`config.mk`:
```
export PLATFORM = sky130hd
export DESIGN_NAME = gf180mcu_fd_sc_mcu9t5v0__clkdiv_gate
export DESIGN_NICKNAME = d
export VERILOG_FILES = /design/src/rtl/gf180mcu_fd_sc_mcu9t5v0__clkdiv_gate.sv
export SDC_FILE = /design/constraint.sdc
export NUM_CORES = 1
export LEC_CHECK = 0
export ABC_CLOCK_PERIOD_IN_PS = 4540
export CAP_MARGIN = 10
export CORE_MARGIN = 1
export CORE_UTILIZATION = 55
export CTS_CLUSTER_DIAMETER = 50
export CTS_CLUSTER_SIZE = 12
export DETAILED_ROUTE_END_ITERATION = 10
export PLACE_DENSITY = 0.79
export SYNTH_ARGS = -nofsm -noshare
export SYNTH_HDL_FRONTEND = slang
export SYNTH_SLANG_ARGS = --single-unit
export TNS_END_PERCENT = 100
```
`constraint.sdc`:
```
create_clock -name CLK -period 4.54 [get_ports CLK]
set_input_delay 0.681 -clock CLK [delete_from_list [all_inputs] [get_ports CLK]]
set_output_delay 0.681 -clock CLK [all_outputs]
set_load 0.1 [all_outputs]
```
`src/rtl/gf180mcu_fd_sc_mcu9t5v0__clkdiv_gate.sv`:
```
// Glitch-free programmable clock divider (ratio DIV+2) with registered output,
// period-boundary stop/start and deferred ratio reload with acknowledge strobe.
module gf180mcu_fd_sc_mcu9t5v0__clkdiv_gate #(
    parameter int DIV_W   = 4,
    parameter int DIV_RST = 0
) (
`ifdef USE_POWER_PINS
    inout  wire              VDD,
    inout  wire              VSS,
`endif
    input  logic             CLK,
    input  logic             RN,
    input  logic             EN,
    input  logic [DIV_W-1:0] DIV,
    input  logic             DIV_LD,
    output logic             Z,
    output logic             Z_RISE,
    output logic             DIV_ACK,
    output logic             RUN
);

    localparam logic [0:0] IDLE   = 1'b0;
    localparam logic [0:0] ACTIVE = 1'b1;

    logic [0:0]       state, nxt_state;
    logic [DIV_W:0]   count, nxt_count;
    logic [DIV_W-1:0] cur, nxt_cur;
    logic [DIV_W-1:0] pend_val, nxt_pend_val;
    logic             pend, nxt_pend;
    logic             nxt_ack;
    logic             nxt_z;
    logic             nxt_rise;
    logic [DIV_W:0]   ratio_cur;
    logic [DIV_W:0]   nxt_ratio;
    logic [DIV_W+1:0] nxt_half;
    logic             at_end;

    assign ratio_cur = {1'b0, cur} + (DIV_W+1)'(2);
    assign at_end    = (count == ratio_cur - (DIV_W+1)'(1));

    always_comb begin
        nxt_state    = state;
        nxt_count    = count;
        nxt_cur      = cur;
        nxt_pend     = pend;
        nxt_pend_val = pend_val;
        nxt_ack      = 1'b0;
        if (state == IDLE) begin
            if (pend) begin
                nxt_cur  = pend_val;
                nxt_pend = 1'b0;
                nxt_ack  = 1'b1;
            end
            if (EN) begin
                nxt_state = ACTIVE;
                nxt_count = '0;
            end
        end else if (at_end) begin
            nxt_count = '0;
            if (EN) begin
                if (pend) begin
                    nxt_cur  = pend_val;
                    nxt_pend = 1'b0;
                    nxt_ack  = 1'b1;
                end
            end else begin
                // A pending ratio survives the stop and is applied from IDLE.
                nxt_state = IDLE;
            end
        end else begin
            nxt_count = count + (DIV_W+1)'(1);
        end
        // Capture after the apply decision so a load on the boundary edge
        // only takes effect at the following boundary.
        if (DIV_LD) begin
            nxt_pend     = 1'b1;
            nxt_pend_val = DIV;
        end
    end

    assign nxt_ratio = {1'b0, nxt_cur} + (DIV_W+1)'(2);
    assign nxt_half  = ({1'b0, nxt_ratio} + (DIV_W+2)'(1)) >> 1;
    assign nxt_z     = (nxt_state == ACTIVE) && ({1'b0, nxt_count} < nxt_half);
    assign nxt_rise  = (nxt_state == ACTIVE) && (nxt_count == '0);

    always_ff @(posedge CLK or negedge RN) begin
        if (!RN) begin
            state    <= IDLE;
            count    <= '0;
            cur      <= DIV_W'(DIV_RST);
            pend     <= 1'b0;
            pend_val <= '0;
            Z        <= 1'b0;
            Z_RISE   <= 1'b0;
            DIV_ACK  <= 1'b0;
            RUN      <= 1'b0;
        end else begin
            state    <= nxt_state;
            count    <= nxt_count;
            cur      <= nxt_cur;
            pend     <= nxt_pend;
            pend_val <= nxt_pend_val;
            Z        <= nxt_z;
            Z_RISE   <= nxt_rise;
            DIV_ACK  <= nxt_ack;
            RUN      <= (nxt_state == ACTIVE);
        end
    end

endmodule

```
* Word level (Yosys, flattened, before mapping)
Index checks and enable logic that the tools add are counted.
** Operators by class
- Reduce and logical (&&, ||, !) cells :: 4
- Add/subtract/negate cells :: 5
- Magnitude comparators :: 1
- Divide/modulo/power cells :: 0
- Mux-type cells :: 18
- Multipliers :: 0
- Bitwise logic cells :: 0
- Equal/unequal tests :: 3
- Shift operators :: 0
** Operator list (count)
- 4-bit two-way mux :: 4
- 5-bit two-way mux :: 3
- 1-bit two-way mux :: 11
- 4-bit by 2-bit adder with 5-bit output, second input constant :: 2
- 5-bit by 1-bit adder with 6-bit output, second input constant :: 1
- 5-bit by 1-bit adder with 5-bit output, second input constant :: 1
- 5-bit equality test :: 1
- 5-bit logical NOT :: 1
- 5-bit < comparator :: 1
- 5-bit by 1-bit subtractor with 5-bit output, second input constant :: 1
- 3-bit by 2-bit inequality test with 1-bit output, second input constant :: 1
- 3-bit inequality test, second input constant :: 1
- 1-bit logical AND :: 2
- 2-bit AND reduction :: 1
** Storage, ports and cells
- Bits in latches :: 0
- Memories :: 0
- Word-level logic and storage cells :: 39
- Input port bits :: 8
- Memory bits (read-only) :: 0
- Flip-flop bits (word level) :: 18
- Bits in writable memories :: 0

* Longest topological paths before layout
Gate-level depths: netlist of run 1.
- Depth after elaboration :: 9
- Gate-level depth with buffers :: 18
- Depth with buffers taken out :: 18

* Worst setup path before layout of run 1
No wires, ideal clock.
- Kind :: reg2reg
- Start :: reg cur[0]
- End :: reg Z
- Cell stages (with the launch flop) :: 18
- Data required time :: 4.463 ns
- Setup slack :: 0.616 ns
- Period minus slack after synthesis :: 3.924 ns
- Arrival :: 3.847 ns
- Buffers on the path :: 0
- Path through :: dfrtp_1 ha_1 or3b_1 a211o_1 a2111oi_4 o21ai_2 clkinv_2 mux2i_1 ha_1 nor2_1 o211ai_1 o211ai_1 ha_1 o21a_1 o21ai_0 nor2_1 or4b_1 a21oi_1
** Between the ends
- Word-level cells in the longest chain between the ends :: 9
- Elaborated cells on any way between the ends :: 15
** Ends and longest elaborated chain
- start, declared :: RTL line 27 : logic [DIV_W-1:0] cur, nxt_cur;
- start signal, assigned :: RTL line 90 : cur <= DIV_W'(DIV_RST);
- start signal, assigned :: RTL line 100 : cur <= nxt_cur;
- 4-bit by 2-bit adder with 5-bit output :: RTL line 38 : assign ratio_cur = {1'b0, cur} + (DIV_W+1)'(2);
- 5-bit by 1-bit subtractor with 5-bit output :: RTL line 39 : assign at_end = (count == ratio_cur - (DIV_W+1)'(1));
- 5-bit equality test :: RTL line 39
- 4-bit two-way mux :: RTL line 58 : end else if (at_end) begin
- 4-bit two-way mux :: RTL line 48 : if (state == IDLE) begin
- 4-bit by 2-bit adder with 5-bit output :: RTL line 81 : assign nxt_ratio = {1'b0, nxt_cur} + (DIV_W+1)'(2);
- 5-bit by 1-bit adder with 6-bit output :: RTL line 82 : assign nxt_half = ({1'b0, nxt_ratio} + (DIV_W+2)'(1)) >> 1;
- 5-bit < comparator :: RTL line 83 : assign nxt_z = (nxt_state == ACTIVE) && ({1'b0, nxt_count} < nxt_half);
- 1-bit logical AND * :: RTL line 83
- named net nxt_z :: RTL line 31 : logic nxt_z;
- end signal, assigned :: RTL line 103 : Z <= nxt_z;
- end, declared :: RTL line 16 : output logic Z,
Mark *: on every way through the listed nets, which the timed path passes. The rest lies on a longest branch.
A chain may end at the register's enable or synchronous reset.

* Final worst setup path of run 1
- Start :: reg cur[1]
- End :: reg Z
Same word-level chain as after synthesis.

==> metrics.md, run 1 <==
| Metric | Value |
|---|---|
| Area contributors post-synth | dfrtp_1 (39%), ha_1 (6.5%), xnor2_1 (4.5%), o21ai_0 (4.3%), mux2_1 (3.9%) |
| Starting Density | between 50% and 60% |
| DP HPWL | between 1500 and 2000 microns |
| Syn. warnings | 0 |
| Hold Path Cell Cnt | 1 |
| Area of the mapped netlist | roughly 1200 sq um |
| Drt pass-1 iters | 4 |
| Critical Path Slowest Stage Cell | a2111oi_4 |
| R2r startpoint | cur[1] |
| Worst-skew pair later-pin latency | 0.30 ns |
| Initial antenna violation count | 0 |
| Worst slew margin | between 30% and 40% |
| Largest area contributor in the netlist | dfrtp_1 |
| R2R depth | 17 |
| Max incr delay on CP | about 0.48 ns |
| H-tree depth | 1 |
| Core Footprint | 1982 sq um |
| Global Route Usage Sum | a little under a quarter |
| Async SR Flop Fraction | between 90% and 100% |
| RSZ-0062 raised after global routing | no |
| Final max-slew violation count | 0 |
| Top post-synthesis cells by count | dfrtp_1 (18), o21ai_0 (10), nand2_1 (9) |
| Die width | 48.00 microns |
| Area Overhead vs Synth | 13.33% |
| I/O Buffers | 11 |
| Fill count | 162 |
| Final hold slack | 0.5448 ns |
| Buffers and inverters on the worst path | 1 |
| Worst endpoint required time | about 4.8 ns |
| Final worst path period need | about 4.3 ns |
| Via density | a little over 6 |
| Clock Root Buffer | clkbuf_4 |
| Fin nets | 143 |
| CP max FO | 7 |
| Top-count cell post-synth | dfrtp_1 |
| Avg Inst Size Synth | between 10 and 15 sq um |
| Vias in the first global route | 783 |
| Max-cap violations | 0 |
| CTS Buf Count | 3 |
| Synth Net Count | 129 |
| Slew of the pin with the lowest slew margin | just under 1 ns |
| Seq/Total Area, Yosys | 38.71% |
| Total congestion overflow | 0 |
| Dpl cells | 150 |
| Largest net degree at the start of global routing | 19 |
| Crit Path Class | reg2reg |
| Worst Hold Endpoint | cur[0] |
| Storage cell area | roughly 450 sq um |
| Worst EP arrival | approximately 4.5 ns |
| Routability-driven placement congestion ratio | between 0.8 and 0.9 |
| Critical Path End Type | register |
| Final ANT Viol Nets | 0 |
| Final setup viols | 0 |
| Family with the most delay on the worst path | compound AO/OA/AOI/OAI gates |
| Status | complete, no violations |
| Final wirelength | around 2300 microns |
| CTS tree | done |
| Maximum clock rate | between 200 and 250 MHz |
| Startpoint Class | register |
| HP Start | pend_val[0] |
| Initial DRC Count | 27 |
| Ys flop type | dfrtp_1 |
| Post-synth top area share | 38.71% |
| RR Endpoint | Z |
| DIE HEIGHT | between 40 and 50 microns |
| Diodes inserted | 0 |
| Yosys reg bits | 18 |
| Setup TNS | 0 ns |
| Non-Filler Instances | 154 |
| Gate Count Post-Synth | roughly 120 |
| Global-route wire length before repair | roughly 3500 microns |
| CTS Buffer Depth | 2 |
| CTS sink cnt | 18 |
| Residual DRC | 0 |
| Count of different cell masters after synthesis | 38 |
| Clock Pin Slew Worst Setup and Hold Paths | roughly 0.10 ns |
| Fin crit share | a little over nine tenths |
| EDFF count, synth | 0 |
| Share of cells above drive strength 1 | 10.24% |
| WL/cell | between 10 and 15 microns |
| Hold Crit Class | reg2reg |
| Via count | about 930 |
| Row cnt | 16 |
| Area of the multi-input gates | between 600 and 700 sq um |
| # IOs | 12 |
| Most used cell, CP | ha_1 |
| Crit path cell chain | ha_1 > or3b_1 > a211o_1 > a2111oi_4 > o21ai_2 > clkinv_2 > mux2i_1 > ha_1 > nor2_1 > o211ai_1 > o211ai_1 > ha_1 > o21a_1 > o21ai_1 > nor2_1 > or4b_1 > a21oi_1 |
| Max Clock Skew | 0.009221 ns |
| Final hold violation count | 0 |
| Reg2Reg Setup Slack | between 0.2 and 0.3 ns |
| Die area | ~2300 sq um |
## state kept, by name, indices dropped and copies added (netlist names)
| signal | count |
|---|---|
| cur | 4 |
| Z | 1 |
| DIV_ACK | 1 |
| state | 1 |
| pend_val | 4 |
| pend | 1 |
| count | 5 |
| Z_RISE | 1 |
## kinds of logic (layout without fill, tap and decap cells)
logic type                 count (synthesis)  in the layout  synth area share [%]
adders and majority gates                  6              6                 6.451
buffers and inverters                      9             21                 3.762
and+or+nand+nor                           33             33                 14.62
muxes                                     11             11                 10.32
AOI/OAI and AO/OA                         29             29                 19.36
xor gates and xnor gates                   9              9                 6.775
DFF                                       18             18                 38.71
## cell type report
class                      instances  share of cell area (%)
multi-input combinational         88                   50.76
clock buffer                       3                   1.708
timing repair buffer              12                   8.918
sequential                        18                   34.25
inverter                           6                   1.803
tap                               27                   2.562
## layer usage
| layer | global-route usage (%) | wire length [microns] | share of wire (%) |
|---|---|---|---|
| met2 | 35.95 | 1063 | 46 |
| met3 | 3.774 | 118 | 5.1 |
| met5 | 0 | 0 | 0 |
| met4 | 10.56 | 51 | 2.2 |
| met1 | 31.13 | 1059 | 46 |
## stage by stage
step / worst slack [ns] / cell area [sq um] / utilization (%)
global placement: 0.3591 / 1287 / 64.96
CTS: 0.2324 / 1310 / 66.10
floorplan: 0.6155 / 1164 / -
detailed placement: 0.2625 / 1287 / 64.96
global route: 0.02282 / 1319 / 66.54
finish: 0.2727 / 1319 / 66.54
## timing repair
action                                  in CTS  in global routing
endpoints found under the setup margin       0                  1
buffers inserted                             0                  1
hold buffers                                 0                  0
resized for setup                            0                  2
## cell usage in the layout, fill, tap and decap left out, types with 2 or more instances in the layout
cell type	netlist	final
mux2i_1	3	3
a21oi_1	2	2
mux2_2	4	4
nor2_1	7	7
inv_1	5	5
mux2_1	4	4
xor2_1	3	3
nand2_1	9	9
o211ai_1	2	2
o21ai_0	10	9
o2111ai_1	2	2
dfrtp_1	18	17
nand2b_1	4	4
clkdlybuf4s50_1	0	11
nand3_1	3	3
ha_1	6	6
clkbuf_4	0	3
xnor2_1	6	6
o22a_1	2	2
nor3_1	4	4
nor3b_1	2	2
## worst max path at each step
stage,from,end,slack [ns],depth (start not counted)
finish,cur[1],Z,0.27,17
global route,cur[1],Z,0.02,17
CTS,cur[0],Z,0.23,17
detailed placement,cur[0],Z,0.26,17
global placement,cur[0],Z,0.36,17
floorplan,cur[0],Z,0.62,17
## worst register-to-register path: stages (launching register included)
cell       delay [ns]
dfrtp_1          0.43
ha_1             0.22
or3b_1           0.36
a211o_1          0.37
a2111oi_4        0.48
o21ai_2          0.13
clkinv_2         0.14
mux2i_1          0.21
ha_1             0.24
nor2_1           0.05
o211ai_1         0.17
o211ai_1         0.13
ha_1             0.28
o21a_1           0.18
o21ai_1          0.15
nor2_1           0.05
or4b_1           0.46
a21oi_1          0.16
Power of run 1 is not shown: default switching activity piles up to over one toggle a cycle in this logic, so the estimate is an artifact.
==> inputs of run 2 (changes only) <==
--- a/config.mk
+++ b/config.mk
@@ -13,6 +13,7 @@
 export CTS_CLUSTER_SIZE = 12
 export DETAILED_ROUTE_END_ITERATION = 10
 export PLACE_DENSITY = 0.79
+export SKIP_LAST_GASP = 1
 export SYNTH_ARGS = -nofsm -noshare
 export SYNTH_HDL_FRONTEND = slang
 export SYNTH_SLANG_ARGS = --single-unit
==> results of run 2 <==
Final layout, timing and power as in run 1 (identical DEF).
Power of run 2 is left out for the same reason.
==> inputs of run 3 (changes only) <==
--- a/config.mk
+++ b/config.mk
@@ -7,7 +7,7 @@
 export LEC_CHECK = 0
 export ABC_CLOCK_PERIOD_IN_PS = 4540
 export CAP_MARGIN = 10
-export CORE_MARGIN = 1
+export CORE_MARGIN = 5
 export CORE_UTILIZATION = 55
 export CTS_CLUSTER_DIAMETER = 50
 export CTS_CLUSTER_SIZE = 12
==> metrics.md, run 3 (synthesis gave the netlist of run 1 again) <==
| Metric | Value |
|---|---|
| Status | complete, no violations |
| Fin crit share | 93.46% |
| Starting Density | 58.71% |
| Most common cell after layout, fill and taps aside | dfrtp_1 |
| Total congestion overflow | 0 |
| Global-route wire length before repair | approximately 3800 microns |
| Final setup viols | 0 |
| CTS sink cnt | 18 |
| Fin nets | 144 |
| R2r startpoint | cur[0] |
| RSZ-0062 raised after global routing | no |
| DIE HEIGHT | ~56 microns |
| Drt pass-1 iters | 4 |
| Crit Path Class | reg2reg |
| I/O Buffers | 11 |
| Vias in the first global route | approximately 860 |
| Setup TNS | 0 ns |
| Initial DRC Count | 30 |
| Core Footprint | about 2000 sq um |
| Via count | about 900 |
| Critical Path End Type | register |
| HP Start | pend_val[0] |
| M1 WL | 1077 microns |
| CTS Buffer Depth | 2 |
| Global Route Usage Sum | between 10% and 20% |
| CP max FO | 7 |
| Residual DRC | 0 |
| H-tree depth | 1 |
| Largest regs | count x5, cur x4, pend_val x4 |
| Die area | approximately 3100 sq um |
| Met2 WL | between 1000 and 1500 microns |
| Diodes inserted | 0 |
| Worst slew margin | 34.91% |
| Largest net degree at the start of global routing | 19 |
| Final worst path period need | approximately 4.2 ns |
| Routability-driven placement congestion ratio | 0.8479 |
| R2R depth | 17 |
| Row cnt | 16 |
| Die width | approximately 56 microns |
| Biggest register | count |
| Slew of the pin with the lowest slew margin | around 0.97 ns |
| Final hold violation count | 0 |
| Max reg flops | 5 |
| Non-Filler Instances | about 160 |
| Clock Root Buffer | clkbuf_4 |
| Share of cells above drive strength 1 | between 10% and 20% |
| DP Worst Slack | 0.2235 ns |
| Max incr delay on CP | about 0.47 ns |
| RR Endpoint | Z |
| CTS Buf Count | 3 |
| Worst-skew pair later-pin latency | roughly 0.3 ns |
| Hold Crit Class | reg2reg |
| Family with the most delay on the worst path | compound AO/OA/AOI/OAI gates |
| Reg2Reg Setup Slack | ~0.3 ns |
| Max Clock Skew | 0.003991 ns |
| Hold Path Cell Cnt | 1 |
| Area Overhead vs Synth | 13.98% |
| CTS tree | done |
| Final wirelength | approximately 2300 microns |
| Met3 Wirelength | slightly below 100 microns |
| Startpoint Class | register |
| Via density | 5.800 |
| Most used cell, CP | ha_1 |
| Worst Hold Endpoint | cur[0] |
| Crit path cell chain | ha_1 > or3b_1 > a211o_1 > a2111oi_4 > o21ai_2 > clkinv_2 > mux2i_1 > ha_1 > nor2_1 > o211ai_1 > o211ai_1 > ha_1 > o21a_1 > o21ai_0 > nor2_1 > or4b_1 > a21oi_1 |
| WL/cell | 14.86 microns |
| Clock Pin Slew Worst Setup and Hold Paths | roughly 0.10 ns |
| Final ANT Viol Nets | 0 |
| Initial antenna violation count | 0 |
| Final setup margin | roughly 0.30 ns |
| Max-cap violations | 0 |
| # IOs | 12 |
| Buffers and inverters on the worst path | 1 |
| Hold_buf cts | 0 |
| Worst EP arrival | between 4 and 5 ns |
| Dpl cells | 150 |
| Worst endpoint required time | approximately 4.8 ns |
| Final max-slew violation count | 0 |
| Maximum clock rate | about 240 MHz |
| DP HPWL | between 1500 and 2000 microns |
| Critical Path Slowest Stage Cell | or4b_1 |
| Commonest cells after routing, fill and taps aside | dfrtp_1 (17), clkdlybuf4s50_1 (11), o21ai_0 (10) |
| Max Used Layer | met4 |
[run 3: repair_timing]
action,in CTS,in global routing
setup endpoints to repair,0,1
buffers inserted,0,2
resized for setup,0,1
[run 3: cell type report]
class	instances	area, sq um
multi-input cells	88	669.4
inverters	6	23.77
repair buffers	13	125.1
fillers	154	655.6
clock buffers	3	22.52
flip-flops and latches	18	451.7
well taps	27	33.78
[run 3: worst register-to-register path, stage by stage, from the launching register on]
cell and delay (ns):
dfrtp_2 0.44, ha_1 0.21, or3b_1 0.35, a211o_1 0.36
a2111oi_4 0.42, o21ai_2 0.13, clkinv_2 0.13, mux2i_1 0.20
ha_1 0.23, nor2_1 0.05, o211ai_1 0.16, o211ai_1 0.11
ha_1 0.29, o21a_1 0.18, o21ai_0 0.22, nor2_1 0.06
or4b_1 0.47, a21oi_1 0.16
[run 3: how the worst max path moves through the flow]
stage,slack (ns),cells after the start,from,end
2_1_floorplan,0.62,17,cur[0],Z
3_3_place_gp,0.34,17,cur[0],Z
3_5_place_dp,0.22,17,cur[0],Z
4_1_cts,0.18,17,cur[0],Z
5_1_grt,0.01,17,cur[1],Z
6_report,0.30,17,cur[0],Z
[run 3: layer usage]
metal | up-vias | global-route usage [%]
met2 | 25 | 24.37
met5 | - | 0
met3 | 6 | 2.784
li1 | 451 | -
met4 | 0 | 10.51
met1 | 417 | 18.79
[run 3: stage by stage]
step / util, % / cell area [sq um] / hold slack [ns]
finish: 66.92 / 1326 / 0.5646
global route: 66.92 / 1326 / 0.5924
CTS: 66.10 / 1310 / 0.5701
floorplan: - / 1164 / 0.3854
detailed placement: 64.96 / 1287 / 0.5473
global placement: 64.96 / 1287 / 0.5309
Power of run 3 is left out for the same reason.
